$ cat src/rtl/booth_pkg.sv
// Shared definitions for the radix-2 Booth controller: state encoding, Booth pair codes, default width.
package booth_pkg;

    localparam int BOOTH_N = 3;

    localparam logic [1:0] Q_ADD = 2'b01;
    localparam logic [1:0] Q_SUB = 2'b10;

    typedef enum logic [2:0] {
        ST_IDLE     = 3'd0,
        ST_LOAD     = 3'd1,
        ST_EVAL     = 3'd2,
        ST_SHIFT    = 3'd3,
        ST_CAPTURE  = 3'd4,
        ST_WAIT_ACK = 3'd5
    } state_t;

endpackage

$ cat src/rtl/booth_contador.sv
// Loadable iteration down-counter; o_last flags the final iteration (count==1), one cycle latency.
// Decrement saturates at zero so the count can never wrap.
module booth_contador #(
    parameter int CNT_W = 2
) (
    input  logic             clk,
    input  logic             rst_n,
    input  logic             i_load,
    input  logic [CNT_W-1:0] i_load_val,
    input  logic             i_dec,
    output logic             o_last
);

    logic [CNT_W-1:0] r_count;

    always_ff @(posedge clk) begin
        if (!rst_n) begin
            r_count <= '0;
        end else if (i_load) begin
            r_count <= i_load_val;
        end else if (i_dec && (r_count != '0)) begin
            r_count <= r_count - 1'b1;
        end
    end

    assign o_last = (r_count == CNT_W'(1));

endmodule

$ cat src/rtl/booth_control.sv
// Booth multiplier sequencer: LOAD, N x (EVAL, SHIFT), CAPTURE, then holds producto with fin until ack.
// Product valid 2N+2 edges after the request is accepted; no new request is taken until ack.
module booth_control
    import booth_pkg::*;
#(
    parameter int N     = BOOTH_N,
    parameter int CNT_W = $clog2(N + 1)
) (
    input  logic           clk,
    input  logic           rst_n,
    input  logic           inicio,
    input  logic [1:0]     q,
    input  logic [2*N-1:0] resultado,
    input  logic           ack,
    output logic           start,
    output logic           resta,
    output logic           carga_a,
    output logic           desp,
    output logic           ocupado,
    output logic           fin,
    output logic [2*N-1:0] producto
);

    state_t         r_state;
    logic           r_fin;
    logic [2*N-1:0] r_producto;
    logic           w_last;

    booth_contador #(
        .CNT_W (CNT_W)
    ) u_contador (
        .clk        (clk),
        .rst_n      (rst_n),
        .i_load     (r_state == ST_LOAD),
        .i_load_val (CNT_W'(N)),
        .i_dec      (r_state == ST_SHIFT),
        .o_last     (w_last)
    );

    always_ff @(posedge clk) begin
        if (!rst_n) begin
            r_state    <= ST_IDLE;
            r_fin      <= 1'b0;
            r_producto <= '0;
        end else begin
            case (r_state)
                ST_IDLE:     if (inicio) r_state <= ST_LOAD;
                ST_LOAD:     r_state <= ST_EVAL;
                ST_EVAL:     r_state <= ST_SHIFT;
                ST_SHIFT:    r_state <= w_last ? ST_CAPTURE : ST_EVAL;
                ST_CAPTURE: begin
                    r_producto <= resultado;
                    r_fin      <= 1'b1;
                    r_state    <= ST_WAIT_ACK;
                end
                // A request arriving together with ack is dropped; it must be re-presented from IDLE.
                ST_WAIT_ACK: begin
                    if (ack) begin
                        r_fin   <= 1'b0;
                        r_state <= ST_IDLE;
                    end
                end
                default:     r_state <= ST_IDLE;
            endcase
        end
    end

    always_comb begin
        start   = 1'b0;
        resta   = 1'b0;
        carga_a = 1'b0;
        desp    = 1'b0;
        ocupado = (r_state != ST_IDLE);
        case (r_state)
            ST_LOAD:  start = 1'b1;
            ST_EVAL: begin
                carga_a = (q == Q_ADD) || (q == Q_SUB);
                resta   = (q == Q_SUB);
            end
            ST_SHIFT: desp = 1'b1;
            default:  ;
        endcase
    end

    assign fin      = r_fin;
    assign producto = r_producto;

endmodule

$ cat config.mk
export PLATFORM = sky130hd
export DESIGN_NAME = booth_control
export DESIGN_NICKNAME = d
export VERILOG_FILES = /design/src/rtl/booth_pkg.sv /design/src/rtl/booth_contador.sv /design/src/rtl/booth_control.sv
export SDC_FILE = /design/constraint.sdc
export NUM_CORES = 1
export LEC_CHECK = 0
export ABC_AREA = 1
export BUFFER_PORTS_ARGS = -buffer_cell sky130_fd_sc_hd__clkbuf_2
export CORE_MARGIN = 5
export CORE_UTILIZATION = 40
export DETAILED_ROUTE_END_ITERATION = 6
export GPL_TIMING_DRIVEN = 0
export PLACE_DENSITY = 0.68
export SYNTH_ARGS = -nofsm -noshare
export SYNTH_HDL_FRONTEND = slang
export SYNTH_SLANG_ARGS = --single-unit
export TNS_END_PERCENT = 50
$ cat constraint.sdc
create_clock -name clk -period 0.9 [get_ports clk]
set_input_delay 0.045 -clock clk [delete_from_list [all_inputs] [get_ports clk]]
set_output_delay 0.045 -clock clk [all_outputs]
set_load 0.1 [all_outputs]
# After elaboration in Yosys (flattened, before gate mapping)
# Cells that the tools add are included.
[word_totals]
regBits = 12
in_bits = 12
[classes]
add_sub_neg = 1
n_reduce_logical = 9
eq_ne = 10
mux = 12
[ops]
columns = ["operator", "count"]
rows = [
  ["3-bit case mux with 6 select lines", 1],
  ["3-bit two-way mux", 3],
  ["3-bit by 2-bit == test with 1-bit output, second input constant", 2],
  ["3-bit == test, second input constant", 2],
  ["2-bit nonzero test", 3],
  ["1-bit two-way mux", 5],
  ["2-bit by 1-bit == test with 1-bit output, second input constant", 2],
  ["2-bit two-way mux", 2],
  ["2-bit inequality test, second input constant", 2],
  ["2-bit AND reduction", 2],
  ["3-bit by 1-bit == test with 1-bit output, second input constant", 1],
  ["3-bit zero test", 1],
  ["3-bit nonzero test", 1],
  ["2-bit == test, second input constant", 1],
  ["1-bit case mux with 2 select lines", 1],
  ["2-bit by 1-bit subtractor with 2-bit output, second input constant", 1],
  ["1-bit logical AND", 1],
  ["1-bit logical OR", 1],
]

# Longest topological paths before layout
[logic_depth]
word_depth = 4
depth_mapped = 7

# Hierarchy
# A second synthesis with hierarchy kept.
[hier_totals]
hier_cells = 96
area_unflattened_um2 = 640.6
[modules_own_cells]
columns = ["mod", "seq_area_each_um2", "cells_per_inst", "n_inst", "area_each_um2"]
rows = [
  ["booth_control", 200.2, 71, 1, 491.7],
  ["booth_contador", 40.0, 25, 1, 148.9],
]

# Worst setup path before layout
# Ideal clock, no wire load.
[synth_timing]
path_kind = "reg-to-output"
from = "reg r_state[2]"
to = "out carga_a"
t_required_ns = 0.855
arrival_time_ns = 1.791
setup_slack_ns = -0.936
stages_incl_launch_ff = 4
path_cell_list = "dfxtp_1 > inv_2 > nand3_1 > nor2_1"
[synth_between]
elab_chain_cells = 2
[synth_rtl]
columns = ["item", "line_no", "source"]
rows = [
  ["start, declared", "booth_control.sv:24", "state_t r_state;"],
  ["start signal, assigned", "booth_control.sv:50", "ST_SHIFT: r_state <= w_last ? ST_CAPTURE : ST_EVAL;"],
  ["3-bit by 2-bit == test with 1-bit output", "booth_control.sv:74", "case (r_state)"],
  ["1-bit two-way mux", "booth_control.sv:74", ""],
  ["end, declared", "booth_control.sv:17", "output logic carga_a,"],
]
# Every way passes these cells.

# Worst setup path after layout
[layout_timing]
from = "reg r_state[0]"
to = "out carga_a"
# The elaborated chain is that of the path after synthesis.

==> metrics <==
failing checks=setup timing; initial core utilization=a little over two fifths; Max-slew headroom=between 80% and 90%; Die H=around 48 um; routed len/inst=approximately 17 um; diode count=0; Pwr Density=roughly 1400 nW/um^2; Sw Ratio=between 30% and 40%; final wirelength=between 2000 and 2500 um; Avg Inst Size Synth=7.175 um^2; Arrival @ worst endpoint=1160 ps; #FFs+latches synth=12; largest net degree at the start of global routing=10; Vias=about 660; cell at the slowest stage of the critical path=dfxtp_4; PortBufs=23; Seq/Total Area, Yosys=a little over two fifths; Rows=13; dpl hpwl=~930 um; RSZ-0062 raised after global routing=yes; worst setup path category=register to output pin; core area=1318 um^2; library cells used by synthesis=16; Req. time, crit path=850 ps; Gate power share=37.1%; Yosys warnings=0; max frequency=between 800 and 900 MHz; max incr delay on CP=approximately 380 ps; CP endpoint kind=output pin; global-route wire length before repair=2967 um; Die ar.=between 2000 and 2500 um^2; Area Overhead vs Synth=110.8%; total CTS buffers=3; I/O Pins=24; sequential power share=~37%; worst vdd ir=slightly above 1000 uV; Hold Path Class=input port to register; Leak Pwr=approximately 0.52 nW; pre-CTS setup slack=-392.9 ps; clk root buf=clkbuf_4; number of H-tree levels=1; worst skew pair latency=approximately 270 ps; Final Hold Viols=0; Power, Total=1.624 mW; final setup violation count=17; Via density=around 5.1; Syn Nets=94; initial antenna violation count=0; Final Cell Area=around 1200 um^2; CP max FO=5; fillcell total=between 50 and 60; fin. max-slew vios=0; worst clock skew=between 1 and 1.5 ps; final core occ=between 90 and 100%; dpl cell area=around 730 um^2; DIE WIDTH=between 40 and 50 um; Post-Synthesis Cell Area=566.8 um^2; DR pass1 iterations=4; Internal=between 1 and 1.5 mW; # clock sinks=12; grt total ovfl=0; Antenna Nets Post-Route=0; kind of start point of the critical path=register; worst path cell trace=inv_2, nand3_4, nor2_4, clkbuf_16; Maximum Capacitance Violations=0; total track usage=around 20%; # DRC=0; layout cells sized above 1=between 60% and 70%; Switching Power=0.5924 mW; status=finished, violations left; setup ws final=-309.1 ps; final net count=130; clk buf depth=2; vias in the first global route=between 600 and 700; CTS tree=built; crit path time final=around 1200 ps; DR iter-0 viols=13; worst-margin pin slew=between 200 and 250 ps; hold slack=roughly 10 ps; Clock power frac=a little over a quarter; clk slew on worst S/H paths=~70 ps; fin crit share=134.3%; Synth Instances=between 70 and 80; Routability Congestion=around 0.77
critical path: cells and delay by family (launching register included):
kind,cells,cell delay [ps]
flip-flops,1,380
buffers and inverters,2,290
AND/OR/NAND/NOR,2,210
registers in the layout, indices dropped and copies added (netlist names):
name / cells
producto: 6
r_state: 3
u_contador.r_count: 2
fin: 1
power groups by stage:
stage,Combinational (mW),Sequential [mW],Clock [mW]
5_1_grt,0.636,0.597,0.476
2_1_floorplan,0.300,0.611,0
4_1_cts,0.566,0.588,0.436
3_3_place_gp,0.385,0.593,0
6_report,0.603,0.593,0.427
3_5_place_dp,0.391,0.593,0
worst paths after layout:
| kind | startpoint | end | slack (ps) | depth (start not counted) |
|---|---|---|---|---|
| min reg2reg | fin | fin | 500 | 2 |
| max reg2reg | r_state[1] | u_contador.r_count[0] | -220 | 7 |
| min | resultado[5] | producto[5] | 10 | 3 |
| max | r_state[0] | carga_a | -310 | 4 |
per-stage QoR:
| step | std cells | setup TNS (ps) |
|---|---|---|
| 2_1_floorplan | 79 | -4267 |
| 3_3_place_gp | 117 | -3059 |
| 3_5_place_dp | 117 | -3164 |
| 4_1_cts | 128 | -2466 |
| 5_1_grt | 129 | -4003 |
| 6_report | 129 | -3235 |
synth_stat cells (all sizes together):
master  count  area share, %
inv        15            9.9
dfxtp      12             42
nand4       1            1.1
ha          3            6.6
nor2       19             14
o21ai       9            7.9
a31oi       2            2.2
nand3       6            5.3
nand2       9            6.8
a21oi       3            3.3
cell type report:
| type | count | area, um^2 | share of cell area, % |
|---|---|---|---|
| Tap cell | 15 | 18.77 | 1.571 |
| Timing Repair Buffer | 30 | 417.9 | 34.97 |
| Clock buffer | 4 | 36.28 | 3.037 |
| Inverter | 15 | 68.82 | 5.759 |
| Multi-Input combinational cell | 53 | 389.1 | 32.57 |
| Sequential cell | 12 | 264.0 | 22.09 |
cells in the final DEF (no fill, tap or decap), drive strengths merged:
| cell | synthesis | layout |
|---|---|---|
| clkbuf | 0 | 24 |
| nor2 | 19 | 19 |
| inv | 15 | 15 |
| dfxtp | 12 | 12 |
| nand2 | 9 | 10 |
| o21ai | 9 | 9 |
| buf | 0 | 9 |
| nand3 | 6 | 6 |
| ha | 3 | 3 |
| a21oi | 3 | 3 |
| a31oi | 2 | 2 |
| nand4 | 1 | 1 |
| dlygate4sd3 | 0 | 1 |
what timing repair did:
item                                   CTS  global route
gates cloned                             1             0
resized for setup                       68            15
hold buffers                             0             1
buffers inserted                         6             0
setup endpoints to repair               23            24
pin swaps                                6             6
endpoints found under the hold margin    0             1
cells by family (layout without fill, tap and decap cells):
| family | after synthesis | in the layout | synth area share, % |
|---|---|---|---|
| AOI/OAI and AO/OA | 14 | 14 | 13.47 |
| adders and majority gates | 3 | 3 | 6.623 |
| buffers and inverters | 15 | 49 | 9.935 |
| DFF | 12 | 12 | 42.38 |
| and+or+nand+nor | 35 | 36 | 27.60 |
routing by layer:
layer / global-route usage (%) / wire length [um] / up-vias / share of wire [%]
met1: 21.62 / 839 / 311 / 39
met5: 0 / 0 / - / 0
met3: 5.639 / 125 / 2 / 5.9
met2: 34.49 / 1159 / 29 / 54
met4: 8.602 / 8 / 0 / 0.38
li1: - / - / 320 / -
(Power assumes the default switching activity.)
